**config.mk**
```make
export PLATFORM = sky130hd
export DESIGN_NAME = tff_toggle_debouncer
export DESIGN_NICKNAME = d
export VERILOG_FILES = /design/src/rtl/tff_toggle_debouncer.sv
export SDC_FILE = /design/constraint.sdc
export NUM_CORES = 1
export LEC_CHECK = 0
export CORE_ASPECT_RATIO = 1.1
export CORE_MARGIN = 1
export CORE_UTILIZATION = 45
export CTS_CLUSTER_SIZE = 25
export DETAILED_ROUTE_END_ITERATION = 10
export PLACE_DENSITY = 0.66
export SYNTH_ARGS = -nofsm -noshare
export SYNTH_HDL_FRONTEND = slang
export SYNTH_SLANG_ARGS = --single-unit
```
**constraint.sdc**
```tcl
create_clock -name clk -period 1.5 [get_ports clk]
set_input_delay 0.3 -clock clk [delete_from_list [all_inputs] [get_ports clk]]
set_output_delay 0.3 -clock clk [all_outputs]
set_load 0.03 [all_outputs]
```
**src/rtl/tff_toggle_debouncer.sv**
```systemverilog
// Button conditioner for the T flip-flop: synchronises a bouncy input, qualifies
// each new level for STABLE_CYCLES samples and emits a one-cycle toggle request.
module tff_toggle_debouncer #(
  parameter int STABLE_CYCLES    = 4,
  parameter int CNT_W            = 8,
  parameter int PULSE_ON_RELEASE = 0
) (
  input  logic clk,
  input  logic rst_async,
  input  logic btn_in,
  output logic t_pulse,
  output logic btn_level
);

  localparam logic [1:0] IDLE_LOW  = 2'd0;
  localparam logic [1:0] WAIT_HIGH = 2'd1;
  localparam logic [1:0] IDLE_HIGH = 2'd2;
  localparam logic [1:0] WAIT_LOW  = 2'd3;

  localparam logic [CNT_W-1:0] CNT_LAST = CNT_W'(STABLE_CYCLES - 1);
  localparam logic [CNT_W-1:0] CNT_ONE  = CNT_W'(1);

  logic             sync1_q;
  logic             btn_s_q;
  logic [1:0]       state_q, state_d;
  logic [CNT_W-1:0] cnt_q, cnt_d;
  logic             pulse_q, pulse_d;
  logic             level_q, level_d;

  always_ff @(posedge clk or posedge rst_async) begin
    if (rst_async) begin
      sync1_q <= 1'b0;
      btn_s_q <= 1'b0;
      state_q <= IDLE_LOW;
      cnt_q   <= '0;
      pulse_q <= 1'b0;
      level_q <= 1'b0;
    end else begin
      sync1_q <= btn_in;
      btn_s_q <= sync1_q;
      state_q <= state_d;
      cnt_q   <= cnt_d;
      pulse_q <= pulse_d;
      level_q <= level_d;
    end
  end

  // Any return to the old level while waiting restarts qualification from zero.
  always_comb begin
    state_d = state_q;
    cnt_d   = cnt_q;
    pulse_d = 1'b0;
    level_d = level_q;
    case (state_q)
      IDLE_LOW: begin
        if (btn_s_q) begin
          state_d = WAIT_HIGH;
          cnt_d   = CNT_ONE;
        end else begin
          cnt_d = '0;
        end
      end
      WAIT_HIGH: begin
        if (!btn_s_q) begin
          state_d = IDLE_LOW;
          cnt_d   = '0;
        end else if (cnt_q == CNT_LAST) begin
          state_d = IDLE_HIGH;
          cnt_d   = '0;
          level_d = 1'b1;
          pulse_d = 1'b1;
        end else begin
          cnt_d = cnt_q + CNT_ONE;
        end
      end
      IDLE_HIGH: begin
        if (!btn_s_q) begin
          state_d = WAIT_LOW;
          cnt_d   = CNT_ONE;
        end else begin
          cnt_d = '0;
        end
      end
      WAIT_LOW: begin
        if (btn_s_q) begin
          state_d = IDLE_HIGH;
          cnt_d   = '0;
        end else if (cnt_q == CNT_LAST) begin
          state_d = IDLE_LOW;
          cnt_d   = '0;
          level_d = 1'b0;
          pulse_d = (PULSE_ON_RELEASE != 0);
        end else begin
          cnt_d = cnt_q + CNT_ONE;
        end
      end
      default: begin
        state_d = IDLE_LOW;
        cnt_d   = '0;
      end
    endcase
  end

  assign t_pulse   = pulse_q;
  assign btn_level = level_q;

endmodule

```
# Word-level counts from Yosys, hierarchy flattened
# Cells that the tools add are included.
[totals]
input_bits = 3
word_cells = 44
ff_bits = 14
[classes]
reduce_logical = 4
muxes = 21
n_eq_ne = 12
addsub = 1
[ops]
columns = ["cell", "count"]
rows = [
  ["$pmux 8 s4", 1],
  ["$mux 8", 3],
  ["$mux 2", 6],
  ["$ne 2x2->1 const B", 6],
  ["$mux 1", 9],
  ["$add 8x1->8 const B", 1],
  ["$eq 8x2->1 const B", 1],
  ["$pmux 2 s4", 1],
  ["$ne 3x3->1 const B", 2],
  ["$reduce_and 5->1", 1],
  ["$eq 2x2->1 const B", 2],
  ["$reduce_and 4->1", 1],
  ["$eq 2x1->1 const B", 1],
  ["$logic_not 2->1", 1],
  ["$pmux 1 s2", 1],
  ["$reduce_bool 2->1", 1],
]

# Logic depth before layout (Yosys ltp)
# Gate-level depths: netlist of the first run.
[depth]
depth_word = 4
ltp_mapped = 4
ltp_nobuf = 4

# Worst setup path before layout of the first run
# No wires, ideal clock.
[synth_path]
path_type = "reg2reg"
start = "reg cnt_q[0]"
end = "reg (tool-made name)"
arrival_time_ps = 1313
slack_ps = 59
path_stages_with_launch = 5
setup_time_ps = 128
path_cell_list = "dfrtp_1 > ha_1 > nor4b_2 > nand3_1 > mux2_1"
[synth_rtl]
columns = ["element", "line_no", "rtl"]
rows = [
  ["from (decl)", "26", "logic [CNT_W-1:0] cnt_q, cnt_d;"],
  ["from (signal assigned)", "42", "cnt_q <= cnt_d;"],
]

# Final worst setup path of the first run
[layout_path]
start = "reg cnt_q[1]"
end = "reg cnt_q[1]"
[layout_via]
elab_chain_len = 4
elab_cells_between_ends = 6
[layout_lines]
columns = ["element", "line_no", "rtl"]
rows = [
  ["$add 8x1->8 / $eq 8x2->1 (equally long branches)", "n/a", ""],
  ["$mux 8 *", "67, 88", ""],
  ["$mux 8, on equally long branches", "85, 64", ""],
  ["$pmux 8 s4 *", "54", "case (state_q)"],
  ["named net cnt_d[1]", "26", ""],
]
# Mark *: on every way through the listed nets, which the timed path passes. The rest lies on a longest branch.
# A chain may end at the register's enable or synchronous reset.

==> results.txt, run 1 <==
STA classifies the critical path endpoint as a flop. Once detailed placement completed, the half-perimeter wirelength came to approximately 880 um. In this run, synthesis inferred 0 flip-flops with an integrated enable. After the flow finishes, the layout carries non-filler instances totaling 89. Setup violations remaining at the end of the flow were counted as 0.

The via count of the first global-routing pass came out at 465. The CTS tree is built. The antenna diode instance count is 0.

The static leakage power came out at about 0.35 nW. dfrtp_1 takes more of the synthesized area than any other cell. Among all stages on the critical path, the largest delay is contributed by or4b_4. The worst setup path is of the flop to flop kind.

The area enclosed by the die boundary is 1652 um2. For this run, design rule violations remaining after detail routing come to 0. The number of buffer cells added on primary ports is 4. The number of distinct library cell variants in the gate-level netlist after synthesis is 26. The clock arrives with 0.009395 ns of skew. The count of placed standard cells including taps came out at 85. The average vias per placed instance is 5.742.

Row generation in the floorplan step produced 14 rows. The worst setup path is launched from a flop. The die width is 38.84 um. Setup repair after global routing could not meet its margin everywhere. The number of antenna violations at the first check in global routing is 0. The CTS sink count is 14. The source-to-sink clock delay at the later pin of the worst-skew pair is 0.28 ns. Summing all placed instances gives a cell area of between 700 and 800 um2.

The post-synthesis sequential area ratio is 52.14%. The primary flip-flop cell chosen by synthesis mapping is dfrtp_1. The largest stage delay on the critical path came out at 0.49 ns. The I/O pin count came out at 5.

TritonCTS created 3 clock buffers. The run finished with clean final reports. The synthesis-to-finish area growth came out at 21.97%. The total wire length came out at 1287 um. The number of nets with antenna violations after detailed routing came out at 0. The ratio of total power to cell area is around 1400 nW/um2. The core outline area came out at 1384 um2. The commonest cells after synthesis are 14 x dfrtp_1, 6 x a21oi_1, 5 x nand3_1, 4 x inv_1, 4 x or3_1. No sink is reached through more buffers than the 2 on the longest clock path.

The peak ir drop on the vdd network came out at 0.7378 mV. The tool flagged a number of max-cap violations equal to 0. The initial core utilization came out at 48.55%. At the pin with the least slew margin, the transition time is between 0.3 and 0.4 ns. Entering global routing, the biggest net connects 15 pins. The DRC marker count from the first detailed-route iteration is 22.

The max-slew violation total from the final report came out at 0. The first-pass iteration count of the detailed router is 4. Ranked by total cell area, the synthesized netlist is headed by dfrtp_1 52%, a21oi_1 4.5%, xor2_1 3.9%. The ratio of final minimum period to clock period is 99.71%. The number of nets in the synthesized netlist is 66. The post-CTS setup buffer count came out at 0. Synthesis produced 62 cells.

The finished cells cover 819.5 um2. Headroom to the max-slew limit came out at 75.83%. The first global-routing pass estimated 2145 um of wire. The mapped cell area came out at 671.9 um2.

The leading cell type by number of instances after synthesis is dfrtp_1. In this run the worst hold path is classified as input pin to asynchronous set/reset pin. Data on the critical path arrives at its endpoint at 1.67 ns. The detailed-route via count came out at 511. The clock transition time at the flip-flop clock pins of the worst setup and hold paths is 0.09 ns.

The Yosys step of the flow raised 0 warnings. The fraction of synthesized cell area taken by the top area cell type came out at 52.14%. The share of post-route cells with drive strength above 1 is 23.29%. The routed length per instance came out at 14.46 um. The global-route congestion overflow total came out at 0. The floorplan step set the die height to 42.53 um.

The number of endpoints with negative hold slack in the final report is 0. The data required time of the critical path came out at approximately 1.7 ns. The highest clock rate came out at 668.6 MHz. The average size of a mapped cell is 10.84 um2. The final net count came out at 78. The cell sitting at the root of the clock tree is a clkbuf_4. The count of H-tree levels built during CTS came out at 1. The fraction of synthesis flops using an asynchronous set or reset pin came out at 100.0%. The flip-flop and latch count after synthesis is 14. The time the worst path needs with I/O delays and setup came out at 1.496 ns. In this run the worst path has a maximum fanout of 5. Global routing used between 10% and 20% of the available tracks across all layers. The total of hold buffers inserted after clock tree synthesis is 0. The final RePlAce weighted congestion came out at between 0.7 and 0.8. Traced cell by cell, the critical path runs through ha_4, or4b_4, o211ai_4, nor2_1.
-- area by class of cell --
class,instances,area [um2]
Multi-Input combinational cell,43,330.3
Inverter,4,15.01
Tap cell,16,20.02
Timing Repair Buffer,8,67.56
Fill cell,112,564.3
Clock buffer,4,36.28
Sequential cell,14,350.3
-- cells in the final DEF, fill, tap and decap left out, types with 2 or more instances in the layout --
master | synthesis | final
a21oi_1 | 6 | 4
a21oi_2 | 0 | 2
buf_4 | 0 | 4
clkbuf_4 | 0 | 3
clkdlybuf4s50_1 | 0 | 2
dfrtp_1 | 14 | 14
dlygate4sd2_1 | 0 | 2
inv_1 | 4 | 4
nand2_1 | 3 | 3
nand3_1 | 5 | 5
nor2_1 | 3 | 3
o21ai_0 | 3 | 3
or3_1 | 4 | 4
xor2_1 | 3 | 3
-- sequential cells by signal, indices dropped and copies added, names as in the netlist, named ones only --
register / cells
cnt_q: 8
btn_level: 1
btn_s_q: 1
state_q: 1
sync1_q: 1
t_pulse: 1
-- critical path, delay by kind of cell, from the launching register on --
| family | cells | cell delay [ns] |
|---|---|---|
| AO/OA/AOI/OAI | 1 | 0.23 |
| adder cells (fa/ha/maj) | 1 | 0.17 |
| flip-flops | 1 | 0.43 |
| AND/OR/NAND/NOR | 2 | 0.55 |
-- worst paths after layout --
kind	start	endpoint	slack, ns	cells past startpoint
setup / recovery	cnt_q[1]	cnt_q[1]	0.004	4
hold / removal	rst_async	cnt_q[1]	0.30	3
setup reg to reg	cnt_q[1]	cnt_q[1]	0.004	4
hold reg to reg	sync1_q	btn_s_q	0.36	0
max in group asynchronous	rst_async	btn_level	1.02	3
min in group clk	sync1_q	btn_s_q	0.36	0
-- layer usage --
metal	vias up	share of wire (%)	global-route usage, %
met1	244	45	27.08
met2	16	49	26.00
met4	0	0.70	10.34
met5	-	0	0
met3	2	5.1	4.787
li1	249	-	-
-- cells by family (layout without fill, tap and decap cells) --
kind of cell               count (synthesis)  in the layout  share of synthesized area [%]
and+or+nand+nor                           23             23                          22.35
AOI/OAI and AO/OA                         14             14                          13.78
DFF                                       14             14                          52.14
buffers and inverters                      5             16                          2.978
xor gates and xnor gates                   4              4                          5.215
adders and majority gates                  1              1                          1.862
muxes                                      1              1                          1.676
-- report_power, final --
group	total [mW]	leakage, nW	internal, mW	switching (mW)
Sequential	0.533	0.185	0.436	0.0971
Combinational	0.318	0.140	0.157	0.161
Clock	0.274	0.0210	0.148	0.127
-- repair_timing --
item	4_1_cts	5_1_grt
endpoints found under the hold margin	0	0
gates resized for setup	3	4
endpoints found under the setup margin	3	6
-- stage by stage --
step / total power, mW / setup WS [ns] / TNS [ns] / util [%] / hold slack (ns)
2_1_floorplan: 0.7140 / 0.05944 / 0 / - / 0.1892
3_3_place_gp: 0.7924 / 0.05019 / 0 / 54.70 / 0.3337
3_5_place_dp: 0.8051 / 0.004922 / 0 / 54.70 / 0.3443
4_1_cts: 1.080 / 0.007382 / 0 / 57.32 / 0.3133
5_1_grt: 1.211 / -0.02651 / -0.07179 / 59.22 / 0.3363
6_report: 1.125 / 0.004357 / 0 / 59.22 / 0.3024
(Power assumes the default switching activity.)
==> inputs of run 2 (changes only) <==
--- a/config.mk
+++ b/config.mk
@@ -5,7 +5,7 @@
 export SDC_FILE = /design/constraint.sdc
 export NUM_CORES = 1
 export LEC_CHECK = 0
-export CORE_ASPECT_RATIO = 1.1
+export CORE_ASPECT_RATIO = 0.9
 export CORE_MARGIN = 1
 export CORE_UTILIZATION = 45
 export CTS_CLUSTER_SIZE = 25
==> run 2 against run 1 <==
  * Critical path depth unchanged
  * Flip-flop and latch count unchanged
  * Global-route usage decreased by 1.3 points
  * Non-clock buffer count increased by 2
  * Power decreased by 1.1%
  * Combinational power increased by 4%
  * Design area decreased by 0.61%
  * Utilization increased by 3.1 points
  * Sequential power decreased by 3.9%
  * Largest cell class unchanged
==> results.txt, run 2 (synthesis gave the netlist of run 1 again) <==
The flow ran to the end, and the final reports show no timing, DRC or antenna violations. The die width came out at 42.73 um (+10%). The static leakage power was 0.3569 nW (+3.0%). The area enclosed by the die boundary came out at 1652 um2 (about the same).

The worst-margin pin slew came out at 0.5238 ns (+0.1624 ns). The library cell used as clock root buffer is clkbuf_4. The first-pass GRT wire length came out at 2021 um (-5.8%).

The max-slew violation total from the final report came out at 0 (unchanged). The critical path is of the flop to flop type. The synthesis-to-finish area growth came out at 21.23%.

The ratio of total power to cell area is 1366 nW/um2 (-0.50%). The signal on the critical path passes through ha_2, or4b_4, o211ai_4, a21oi_1. The count of H-tree levels built during CTS came out at 1 (unchanged). The routed length per instance is 13.70 um (-5.3%). The post-route cell area came to 814.5 um2 (-0.61%).

The kind of cell with the highest combined delay along the critical path is simple AND/OR/NAND/NOR gates. The final net count is 80 (+2.6%). The source-to-sink clock delay at the later pin of the worst-skew pair was 0.28 ns (about the same). The half-perimeter wire length of the detailed placement result was 900.4 um (+2.4%). The number of clock buffers inserted by TritonCTS was 3 (unchanged). The highest net fanout along the worst path came to 3 (-2).

STA classifies the critical path endpoint as a flop. The height of the die is 38.66 um (-9.1%). The maximum count of clock buffers along a single path is 2 (unchanged). The share of post-route cells with drive strength above 1 is 22.67% (-0.62 points).

The time the worst path needs with I/O delays and setup is 1.429 ns (-0.06642 ns). The startpoint identified for the worst register-to-register timing path is cnt_q[0]. The ratio of final minimum period to clock period is 95.28% (-4.4 points). The commonest non-fill, non-tap cell in the layout is dfrtp_1.

The peak ir drop on the vdd network came out at 0.8035 mV (+8.9%). The largest stage delay on the critical path is 0.49 ns (about the same). The core outline area is 1306 um2 (-5.6%). The number of endpoints with negative hold slack in the final report came out at 0 (unchanged). The first-pass iteration count of the detailed router is 4 (unchanged). The post-detailed-placement cell area is 762.0 um2 (+0.66%). The largest net degree at the start of global routing came out at 15 (unchanged). The most flop-heavy register is cnt_q. The arrival time reported for the critical path endpoint is 1.60 ns (-0.07 ns). The initial core utilization came out at 51.44% (+2.9 points). The number of nets with antenna violations after detailed routing came to 0 (unchanged).

The worst clock skew came out at 0.006952 ns (-0.002443 ns). The slowest stage of the critical path is the or4b_4 cell. The kind of start point of the critical path is a flop. The global-route congestion overflow total came out at 0 (unchanged). The average vias per placed instance is 5.888 (+2.5%). The number of endpoints failing setup at the final stage is 0 (unchanged). The final RePlAce weighted congestion came out at 0.7839 (+0.75%). The number of buffer cells added on primary ports is 4 (unchanged).

The number of antenna violations at the first check in global routing is 0 (unchanged). The highest clock rate is 699.7 MHz (+4.6%). The count of buffer and inverter cells on the critical path was 0 (unchanged). The total of hold buffers inserted after clock tree synthesis is 0 (unchanged). The antenna diode instance count came to 0 (unchanged).

The tightest min-delay check is of the input pin to asynchronous set/reset pin type. The library cells used most frequently in the layout, excluding fill and tap cells, are 14 x dfrtp_1, 6 x a21oi_1, 6 x buf_4. The via count of the first global-routing pass is 471 (+1.3%). The max capacitance violation total came out at 0 (unchanged). The number of flip-flops in the largest register is 8 (unchanged).

The total wire length is 1219 um (-5.3%). The total global-route track usage came out at 17.70% (-1.3 points). The DRC marker count from the first detailed-route iteration came to 15 (-32%). The number of remaining DRC errors is 0 (unchanged). TritonCTS built the clock tree. The clock transition time at the flip-flop clock pins of the worst setup and hold paths is 0.09 ns (about the same). Setup repair after global routing left no endpoint under its margin. The CTS sink count is 14 (unchanged). The worst relative slew slack is 65.04% (-11 points). The I/O pin count was 5 (unchanged). The standard-cell row count came out at 12 (-2). The summed negative setup slack over all endpoints is 0 ns (unchanged).

The worst hold slack across all endpoints was 0.3446 ns (+0.04217 ns). The detailed-route via count came out at 524 (+2.5%). In this run the worst setup path begins at cnt_q[0]. The data required time of the critical path came to 1.67 ns (about the same).
-- run 2: cell count changes in the layout (fill, tap and decap cells not counted) --
cell and change:
a21oi_2 -2, buf_4 +2, a21oi_1 +2, ha_4 -1, ha_2 +1
-- run 2: final timing paths --
| check | end | slack (ns) | cells past startpoint |
|---|---|---|---|
| min reg2reg | btn_s_q | 0.36 | 0 |
| min | cnt_q[2] | 0.34 | 2 |
| max reg2reg | cnt_q[5] | 0.07 | 4 |
| max in group asynchronous | cnt_q[6] | 0.80 | 2 |
| min in group clk | btn_s_q | 0.36 | 0 |
| max | cnt_q[5] | 0.07 | 4 |
-- run 2: timing repair --
action	in CTS	in global routing
setup endpoints to repair	2	5
gates resized for setup	2	2
buffers inserted	0	1
-- run 2: metrics by stage --
stage	total power, mW	std cells	util (%)	setup WS, ns
after global placement	0.8017	84	58.33	0.09997
after global routing	1.186	89	62.36	0.01806
after floorplan	0.7140	62	-	0.05944
final	1.113	89	62.36	0.07078
after CTS	1.082	88	60.92	0.04958
after detailed placement	0.8108	84	58.33	0.05282
-- run 2: area by class of cell --
class                   count  area [um2]
multi-input cells          43       312.8
inverters                   4       15.01
repair buffers             10       82.58
fillers                   115       491.7
well taps                  14       17.52
clock buffers               4       36.28
flip-flops and latches     14       350.3
-- run 2: per-layer routing --
metal,global-route usage [%],vias to the layer above,part of all wire [%]
met5,0,-,0
met4,6.250,0,0
met3,8.411,0,3.9
met2,26.52,8,47
met1,22.39,261,49
li1,-,255,-
-- run 2: power breakdown --
part | switching [mW] | internal (mW) | leakage, nW
Combinational | 0.162 | 0.168 | 0.151
Sequential | 0.0755 | 0.437 | 0.185
Clock | 0.122 | 0.148 | 0.0210
==> inputs of run 3 (changes only) <==
--- a/config.mk
+++ b/config.mk
@@ -11,6 +11,7 @@
 export CTS_CLUSTER_SIZE = 25
 export DETAILED_ROUTE_END_ITERATION = 10
 export PLACE_DENSITY = 0.66
+export SLEW_MARGIN = 40
 export SYNTH_ARGS = -nofsm -noshare
 export SYNTH_HDL_FRONTEND = slang
 export SYNTH_SLANG_ARGS = --single-unit
==> results of run 3 <==
Final layout, timing and power as in run 2 (identical DEF).
